===== src/rtl/riscv_pkg.sv =====
// Shared RISC-V definitions for the load/store path.
// Holds the funct3 size/sign codes, the LOAD/STORE opcodes, the LSU state
// encoding and the access legality check.
package riscv_pkg;

    // Load funct3 codes
    localparam logic [2:0] LB  = 3'd0;
    localparam logic [2:0] LH  = 3'd1;
    localparam logic [2:0] LW  = 3'd2;
    localparam logic [2:0] LBU = 3'd4;
    localparam logic [2:0] LHU = 3'd5;

    // Store funct3 codes
    localparam logic [2:0] SB  = 3'd0;
    localparam logic [2:0] SH  = 3'd1;
    localparam logic [2:0] SW  = 3'd2;

    // Major opcodes
    localparam logic [6:0] LOAD  = 7'b0000011;
    localparam logic [6:0] STORE = 7'b0100011;

    // Load/store unit FSM states
    typedef enum logic [1:0] {
        ST_IDLE   = 2'd0,
        ST_ISSUE  = 2'd1,
        ST_WAIT_R = 2'd2,
        ST_RESP   = 2'd3
    } lsu_state_e;

    // Returns 1 when the access is misaligned or its funct3 is illegal for
    // its direction. Codes 4/5 are legal only for loads (unsigned variants).
    function automatic logic lsu_fault(input logic       we,
                                       input logic [2:0] funct3,
                                       input logic [1:0] addr_lo);
        logic fault_s;
        case (funct3)
            3'd0:    fault_s = 1'b0;
            3'd1:    fault_s = addr_lo[0];
            3'd2:    fault_s = (addr_lo != 2'b00);
            3'd4:    fault_s = we;
            3'd5:    fault_s = we | addr_lo[0];
            default: fault_s = 1'b1;
        endcase
        return fault_s;
    endfunction

endpackage


===== src/rtl/lsu_align.sv =====
// Lane alignment for the load/store unit (purely combinational).
// Ports:
//   we, funct3, addr_lo : captured access attributes
//   wdata               : store data (rs2)
//   rdata               : raw memory read word
//   be                  : byte enables for the word access
//   wdata_rep           : lane-replicated store data (0 for loads)
//   rdata_ext           : lane-extracted, sign/zero-extended load data
module lsu_align
    import riscv_pkg::*;
(
    input  logic        we,
    input  logic [2:0]  funct3,
    input  logic [1:0]  addr_lo,
    input  logic [31:0] wdata,
    input  logic [31:0] rdata,
    output logic [3:0]  be,
    output logic [31:0] wdata_rep,
    output logic [31:0] rdata_ext
);

    logic [31:0] shifted_s;

    // Bring the addressed lane down to bit 0. A word access only reaches
    // memory when aligned, so the shift is zero for LW.
    assign shifted_s = rdata >> {addr_lo, 3'b000};

    // Byte enables from the access size in funct3[1:0]
    always_comb begin
        be = 4'b0000;
        case (funct3[1:0])
            2'b00:   be = 4'b0001 << addr_lo;
            2'b01:   be = 4'b0011 << {addr_lo[1], 1'b0};
            2'b10:   be = 4'b1111;
            default: be = 4'b0000;
        endcase
    end

    // Store data replicated across every lane the size could address
    always_comb begin
        wdata_rep = 32'h0000_0000;
        if (we) begin
            case (funct3[1:0])
                2'b00:   wdata_rep = {4{wdata[7:0]}};
                2'b01:   wdata_rep = {2{wdata[15:0]}};
                2'b10:   wdata_rep = wdata;
                default: wdata_rep = 32'h0000_0000;
            endcase
        end else begin
            wdata_rep = 32'h0000_0000;
        end
    end

    // Load extension for register write-back
    always_comb begin
        rdata_ext = 32'h0000_0000;
        case (funct3)
            LB:      rdata_ext = {{24{shifted_s[7]}}, shifted_s[7:0]};
            LH:      rdata_ext = {{16{shifted_s[15]}}, shifted_s[15:0]};
            LW:      rdata_ext = shifted_s;
            LBU:     rdata_ext = {24'h00_0000, shifted_s[7:0]};
            LHU:     rdata_ext = {16'h0000, shifted_s[15:0]};
            default: rdata_ext = 32'h0000_0000;
        endcase
    end

endmodule


===== src/rtl/load_store_unit.sv =====
// Multicycle load/store unit between the controller and unified memory.
// Accepts one access in IDLE, faults misaligned/illegal accesses without
// touching memory, otherwise issues a word-addressed byte-enabled request,
// waits for grant (and read data for loads) and pulses rsp_valid once.
// Ports:
//   req_*  : controller request (valid/ready, we, funct3, byte addr, wdata)
//   rsp_*  : completion pulse, extended load data, fault flag
//   mem_*  : memory request held until mem_gnt, read data via mem_rvalid
// All outputs come from registers or from the registered state only.
module load_store_unit
    import riscv_pkg::*;
#(
    parameter int ADDR_W = 32,
    parameter int DATA_W = 32
) (
    input  logic              clk,
    input  logic              rst_n,
    input  logic              req_valid,
    output logic              req_ready,
    input  logic              req_we,
    input  logic [2:0]        req_funct3,
    input  logic [ADDR_W-1:0] req_addr,
    input  logic [DATA_W-1:0] req_wdata,
    output logic              rsp_valid,
    output logic [DATA_W-1:0] rsp_rdata,
    output logic              rsp_fault,
    output logic              mem_req,
    output logic              mem_we,
    output logic [ADDR_W-1:0] mem_addr,
    output logic [3:0]        mem_be,
    output logic [DATA_W-1:0] mem_wdata,
    input  logic              mem_gnt,
    input  logic              mem_rvalid,
    input  logic [DATA_W-1:0] mem_rdata
);

    if (DATA_W != 32) begin : g_cfg_err
        $error("load_store_unit: DATA_W must be 32");
    end

    lsu_state_e        state_r;
    logic              we_r;
    logic [2:0]        funct3_r;
    logic [ADDR_W-1:0] addr_r;
    logic [DATA_W-1:0] wdata_r;
    logic              rsp_fault_r;
    logic [DATA_W-1:0] rsp_rdata_r;

    logic              req_fault_s;
    logic              issue_s;
    logic [3:0]        be_s;
    logic [31:0]       wdata_rep_s;
    logic [31:0]       rdata_ext_s;

    // Legality of the incoming request, registered at accept
    assign req_fault_s = lsu_fault(req_we, req_funct3, req_addr[1:0]);
    assign issue_s     = (state_r == ST_ISSUE);

    lsu_align u_align (
        .we        (we_r),
        .funct3    (funct3_r),
        .addr_lo   (addr_r[1:0]),
        .wdata     (wdata_r),
        .rdata     (mem_rdata),
        .be        (be_s),
        .wdata_rep (wdata_rep_s),
        .rdata_ext (rdata_ext_s)
    );

    // FSM, request capture and response registers
    always_ff @(posedge clk or negedge rst_n) begin
        if (!rst_n) begin
            state_r     <= ST_IDLE;
            we_r        <= 1'b0;
            funct3_r    <= 3'd0;
            addr_r      <= '0;
            wdata_r     <= '0;
            rsp_fault_r <= 1'b0;
            rsp_rdata_r <= '0;
        end else begin
            case (state_r)
                ST_IDLE: begin
                    if (req_valid) begin
                        we_r        <= req_we;
                        funct3_r    <= req_funct3;
                        addr_r      <= req_addr;
                        wdata_r     <= req_wdata;
                        rsp_fault_r <= req_fault_s;
                        if (req_fault_s) begin
                            rsp_rdata_r <= '0;
                            state_r     <= ST_RESP;
                        end else begin
                            state_r     <= ST_ISSUE;
                        end
                    end
                end
                ST_ISSUE: begin
                    // rvalid in this state is ignored, even alongside grant
                    if (mem_gnt) begin
                        if (we_r) begin
                            rsp_rdata_r <= '0;
                            state_r     <= ST_RESP;
                        end else begin
                            state_r     <= ST_WAIT_R;
                        end
                    end
                end
                ST_WAIT_R: begin
                    if (mem_rvalid) begin
                        rsp_rdata_r <= rdata_ext_s;
                        state_r     <= ST_RESP;
                    end
                end
                ST_RESP: begin
                    rsp_fault_r <= 1'b0;
                    state_r     <= ST_IDLE;
                end
                default: begin
                    state_r <= ST_IDLE;
                end
            endcase
        end
    end

    assign req_ready = (state_r == ST_IDLE);
    assign rsp_valid = (state_r == ST_RESP);
    assign rsp_fault = rsp_fault_r;
    assign rsp_rdata = rsp_rdata_r;

    // Memory port: lane data only while the request is presented
    assign mem_req   = issue_s;
    assign mem_we    = issue_s & we_r;
    assign mem_addr  = {addr_r[ADDR_W-1:2], 2'b00};
    assign mem_be    = issue_s ? be_s : 4'b0000;
    assign mem_wdata = issue_s ? wdata_rep_s : 32'h0000_0000;

endmodule


===== config.mk =====
export PLATFORM = sky130hd
export DESIGN_NAME = load_store_unit
export DESIGN_NICKNAME = d
export VERILOG_FILES = /design/src/rtl/riscv_pkg.sv /design/src/rtl/lsu_align.sv /design/src/rtl/load_store_unit.sv
export SDC_FILE = /design/constraint.sdc
export NUM_CORES = 1
export LEC_CHECK = 0
export CELL_PAD_IN_SITES_DETAIL_PLACEMENT = 0
export CELL_PAD_IN_SITES_GLOBAL_PLACEMENT = 2
export CORE_MARGIN = 4
export CORE_UTILIZATION = 30
export CTS_CLUSTER_DIAMETER = 30
export DETAILED_ROUTE_END_ITERATION = 8
export MAX_ROUTING_LAYER = met4
export PLACE_DENSITY = 0.85
export SKIP_LAST_GASP = 1
export SLEW_MARGIN = 20
export SYNTH_ARGS = -nofsm -noshare
export SYNTH_HDL_FRONTEND = slang
export SYNTH_SLANG_ARGS = --single-unit

===== constraint.sdc =====
create_clock -name clk -period 3.1 [get_ports clk]
set_input_delay 0.31 -clock clk [delete_from_list [all_inputs] [get_ports clk]]
set_output_delay 0.31 -clock clk [all_outputs]
set_load 0.1 [all_outputs]

Word level (Yosys, flattened, before mapping):

Index checks and enable logic that the tools add are counted.
W data, S select, Z words.

* flip-flop bits (word level): 103
* input bits: 105
* output and inout port bits: 105
* logic and storage cells: 62

* eq/ne operators: 18
* shift operators: 3
* multiplexer cells: 21
* bitwise operators: 2
* reductions and logical operators: 11

Operators with widths (count)
* $mux W32: 7
* $pmux W32 S3: 2
* $pmux W32 S5: 1
* $shr A32 B5 Y32: 1
* $eq A3 B3 Y1 const B: 4
* $pmux W4 S3: 1
* $mux W2: 4
* $ne A2 B2 Y1 const B: 4
* $pmux W2 S4: 1
* $eq A2 B2 Y1 const B: 3
* $eq A3 B1 Y1 const B: 2
* $eq A3 B2 Y1 const B: 2
* $logic_not A3 Y1: 2
* $reduce_and A6 Y1: 1
* $pmux W1 S5: 1
* $eq A2 B1 Y1 const B: 2
* $logic_not A2 Y1: 2
* $mux W4: 1
* $reduce_and A2 Y1: 2
* $reduce_bool A2 Y1: 2
* $shl A1 B2 Y4 const A: 1
* $shl A2 B2 Y4 const A: 1
* $reduce_and A3 Y1: 1
* $reduce_bool A3 Y1: 1
* 5 further kinds: 6

Logic depth before layout (Yosys ltp):

* depth in word-level cells: 5
* mapped depth: 7
* depth with buffers taken out: 6

Hierarchy:

A second synthesis with hierarchy kept.

* cells, all modules: 610
* area total of the unflattened synthesis: 6049.6 µm²

Modules (own cells, without submodules)
* load_store_unit: times used 1, cells each 385, area each 4722.0 µm², seq. area each 2577.5 µm²
* lsu_align: times used 1, cells each 225, area each 1327.5 µm², seq. area each 0.0 µm²

Least setup slack after synthesis:

OpenSTA, ideal clock, no wires.

* kind: flip-flop to output port
* from: register state_r[1]
* to: output port mem_be[0]
* arrival time: 3.244 ns
* required time: 2.790 ns
* slack: -0.454 ns
* stages on the path, launching flop included: 5
* path buffers: 0
* path through: dfrtp_1 inv_1 ha_1 o21ai_0 a21oi_1

* cells in the longest elaborated chain, start to end: 2

RTL lines
* from (decl): line load_store_unit.sv:41 `lsu_state_e state_r;`
* from (signal assigned): line load_store_unit.sv:73 `state_r <= ST_IDLE;`
* from (signal assigned): line load_store_unit.sv:91 `state_r <= ST_RESP;`
* from (signal assigned): line load_store_unit.sv:93 `state_r <= ST_ISSUE;`
* $eq A2 B1 Y1: line load_store_unit.sv:57 `assign issue_s = (state_r == ST_ISSUE);`
* net mem_req: line load_store_unit.sv:27 `output logic mem_req,`
* $mux W4: line load_store_unit.sv:134 `assign mem_be = issue_s ? be_s : 4'b0000;`
* to (decl): line load_store_unit.sv:30 `output logic [3:0] mem_be,`

The timed path passes the listed nets, and every way through them passes these cells.

Final worst setup path:

* from: register state_r[1]
* to: output port mem_wdata[0]

* cells in the longest elaborated chain, start to end: 2

RTL lines
* $eq A2 B1 Y1: line load_store_unit.sv:57
* $mux W32: line load_store_unit.sv:135 `assign mem_wdata = issue_s ? wdata_rep_s : 32'h0000_0000;`
* to (decl): line load_store_unit.sv:31 `output logic [DATA_W-1:0] mem_wdata,`

Every way passes these cells.

==> results.py <==
metrics = {
    "run_status": {
        "outcome": "finished, final reports clean",
    },
    "setup_path": {
        "startpoint": "state_r[1]$_DFFE_PN0P_",
        "startpoint_type": "register",
        "worstPathArrival_ps": 2310,
        "cp.required_ps": 2790,
        "worstSetupPathType": "register to output pin",
        "rr_startpoint": "state_r[0]$_DFFE_PN0P_",
        "cp-end-kind": "output pin",
        "cp_max_fo": 8,
    },
    "placement": {
        "io_buffer_count": 207,
        "hpwlAfterDp_mm": 12.7,
        "globalplace.congestion": 0.826,
        "dp_cells": 880,
    },
    "yosys": {
        "synth_warnings": 0,
        "synth.distinct_cells": 45,
        "synth_area_mm2": 0.00568,
        "ys_ff_latch": 103,
        "synth_top_area_cell": "dfrtp_1",
        "synth_top_area_share_pct": 45.4,
        "netlist_instances": 495,
        "synthTopCellsByArea": "dfrtp_1, mux2_2, o2bb2ai_2",
        "synth-edff-count": 0,
        "synthArstFlopShare_pct": 100,
        "yosysSeqAreaShare_pct": 45.4,
        "synth_area_per_cell_um2": 11.5,
        "synth_flop_cell": "dfrtp_1",
    },
    "job": {
        "maxCapViolations": 0,
    },
    "clock_tree": {
        "clock_latency_ps": 350,
        "post-cts-setup-buffer-count": 0,
        "root_buffer": "clkbuf_16",
        "cts_max_level": 3,
        "clk_pin_slew_ps": 70,
        "clock_sinks": 103,
        "cts_buffers": 9,
        "cts_hold_buf": 0,
        "cts-resized-gates": 0,
        "tritoncts": "built",
        "cts.path.max_buffers": 2,
    },
    "sta": {
        "max_slew_margin_pct": 31.4,
        "min_period_over_period_pct": 84.7,
        "maxSlewViolCount": 0,
        "post-route-min-period_ps": 2620,
        "tightest_slew_ps": 1030,
        "whs_ps": 11.6,
        "skew_ps": 5.00,
        "max_freq_mhz": 381,
        "rsz0062_at_grt": "false",
        "setup_viol": 0,
        "finalHoldViolCount": 0,
    },
    "finish": {
        "nets": 767,
        "utilization_pct": 44.8,
        "multi_input_area_mm2": 0.00267,
        "fillers": 1732,
        "area_growth_pct": 47.0,
        "drive_gt1_share_pct": 30.1,
        "antenna_cells": 0,
        "final_common_cell": "clkdlybuf4s50_1",
        "seqCellArea_mm2": 0.00258,
        "fin_cells": 896,
        "layout_common_cells": "clkdlybuf4s50_1, dfrtp_1, mux2_2",
    },
    "detailed_routing": {
        "first_pass_iters": 5,
        "routed_wl_mm": 16.9,
        "vias": 4422,
        "vias_per_cell": 4.94,
        "post_drt_wl_per_cell_um": 18.9,
        "drt_iter0_markers": 221,
        "antenna_left": 0,
        "drc": 0,
    },
    "die": {
        "core_mm2": 0.0186,
        "ios": 210,
        "dieHeight_um": 146,
        "initial_core_util_pct": 30.5,
        "rows": 50,
        "fp.dieW_um": 146,
        "die_area_mm2": 0.0212,
    },
    "global_routing": {
        "grt_overflow": 0,
        "grt_max_degree": 69,
        "track_usage_pct": 16.5,
        "grt_pass1_wl_mm": 27.2,
        "grt_pass1_vias": 4800,
        "antenna_found_initial": 0,
    },
    "min_path": {
        "hold_class": "input pin to async pin",
    },
}
[metrics by stage]
| step | area (um^2) | setup TNS (ps) | setup WS [ps] |
|---|---|---|---|
| after floorplan | 5700 | -1250 | -67.7 |
| after global placement | 8060 | 0 | 603 |
| after detailed placement | 8060 | 0 | 475 |
| after CTS | 8350 | 0 | 367 |
| after global routing | 8350 | 0 | 294 |
| final | 8350 | 0 | 475 |
[layout make-up]
cell class                      count  area share [%]
Tap cell                          234            3.50
Sequential cell                   103            30.9
Timing Repair Buffer              220            29.8
Inverter                           10           0.449
Multi-Input combinational cell    313            31.9
Clock buffer                       11            2.79
Clock inverter                      5           0.704
[worst paths after layout]
check	endpoint	slack, ps	cells past startpoint
max	mem_wdata[0]	480	6
min	addr_r[29]$_DFFE_PN0P_	10	1
max reg2reg	rsp_rdata[31]$_DFFE_PN0P_	670	6
min reg2reg	rsp_rdata[13]$_DFFE_PN0P_	500	1
max in group asynchronous	addr_r[24]$_DFFE_PN0P_	2320	2
min in group clk	rsp_rdata[13]$_DFFE_PN0P_	500	1
[flip-flops by register name, indices dropped and copies added (netlist names)]
register,cells
addr_r,32
funct3_r,3
rsp_fault,1
rsp_rdata,32
state_r,2
wdata_r,32
we_r,1
[cells in the mapped netlist (4+ instances only)]
| library cell | instances |
|---|---|
| a21oi_1 | 40 |
| and2_1 | 9 |
| mux2i_1 | 18 |
| buf_4 | 32 |
| nor2_1 | 36 |
| buf_2 | 9 |
| nor3_1 | 8 |
| o2bb2ai_2 | 30 |
| mux2_2 | 75 |
| a211oi_1 | 8 |
| inv_1 | 10 |
| buf_6 | 4 |
| a2bb2oi_1 | 16 |
| o2bb2ai_1 | 8 |
| dfrtp_1 | 103 |
| nor2b_1 | 11 |
| buf_1 | 9 |
| clkbuf_1 | 16 |
| o21ai_0 | 13 |
| nand2_1 | 11 |
| ha_1 | 5 |
[layer usage]
layer | GRT usage (%) | part of all wire [%]
met5 | - | 0
met3 | 5.17 | 7.0
met4 | 5.41 | 2.0
met1 | 20.8 | 45
met2 | 25.3 | 46
[cell families after synthesis]
group,count (synthesis),share of synthesized area (%)
AO/OA/AOI/OAI,123,18.7
flip-flops,103,45.4
multiplexers,94,18.4
XOR/XNOR,1,0.154
AND/OR/NAND/NOR,88,8.04
adder cells (fa/ha/maj),5,1.10
buffers and inverters,80,8.12
other,1,0.0660
[worst max-delay path, stage by stage, from the launching register on]
cell and delay [ps]:
dfrtp_1 440, inv_1 100, ha_2 260, nand2_1 100
a21oi_1 590, and2_1 280, buf_12 190
Power is not shown: default switching activity piles up to over one toggle a cycle in this logic, so the estimate is an artifact.
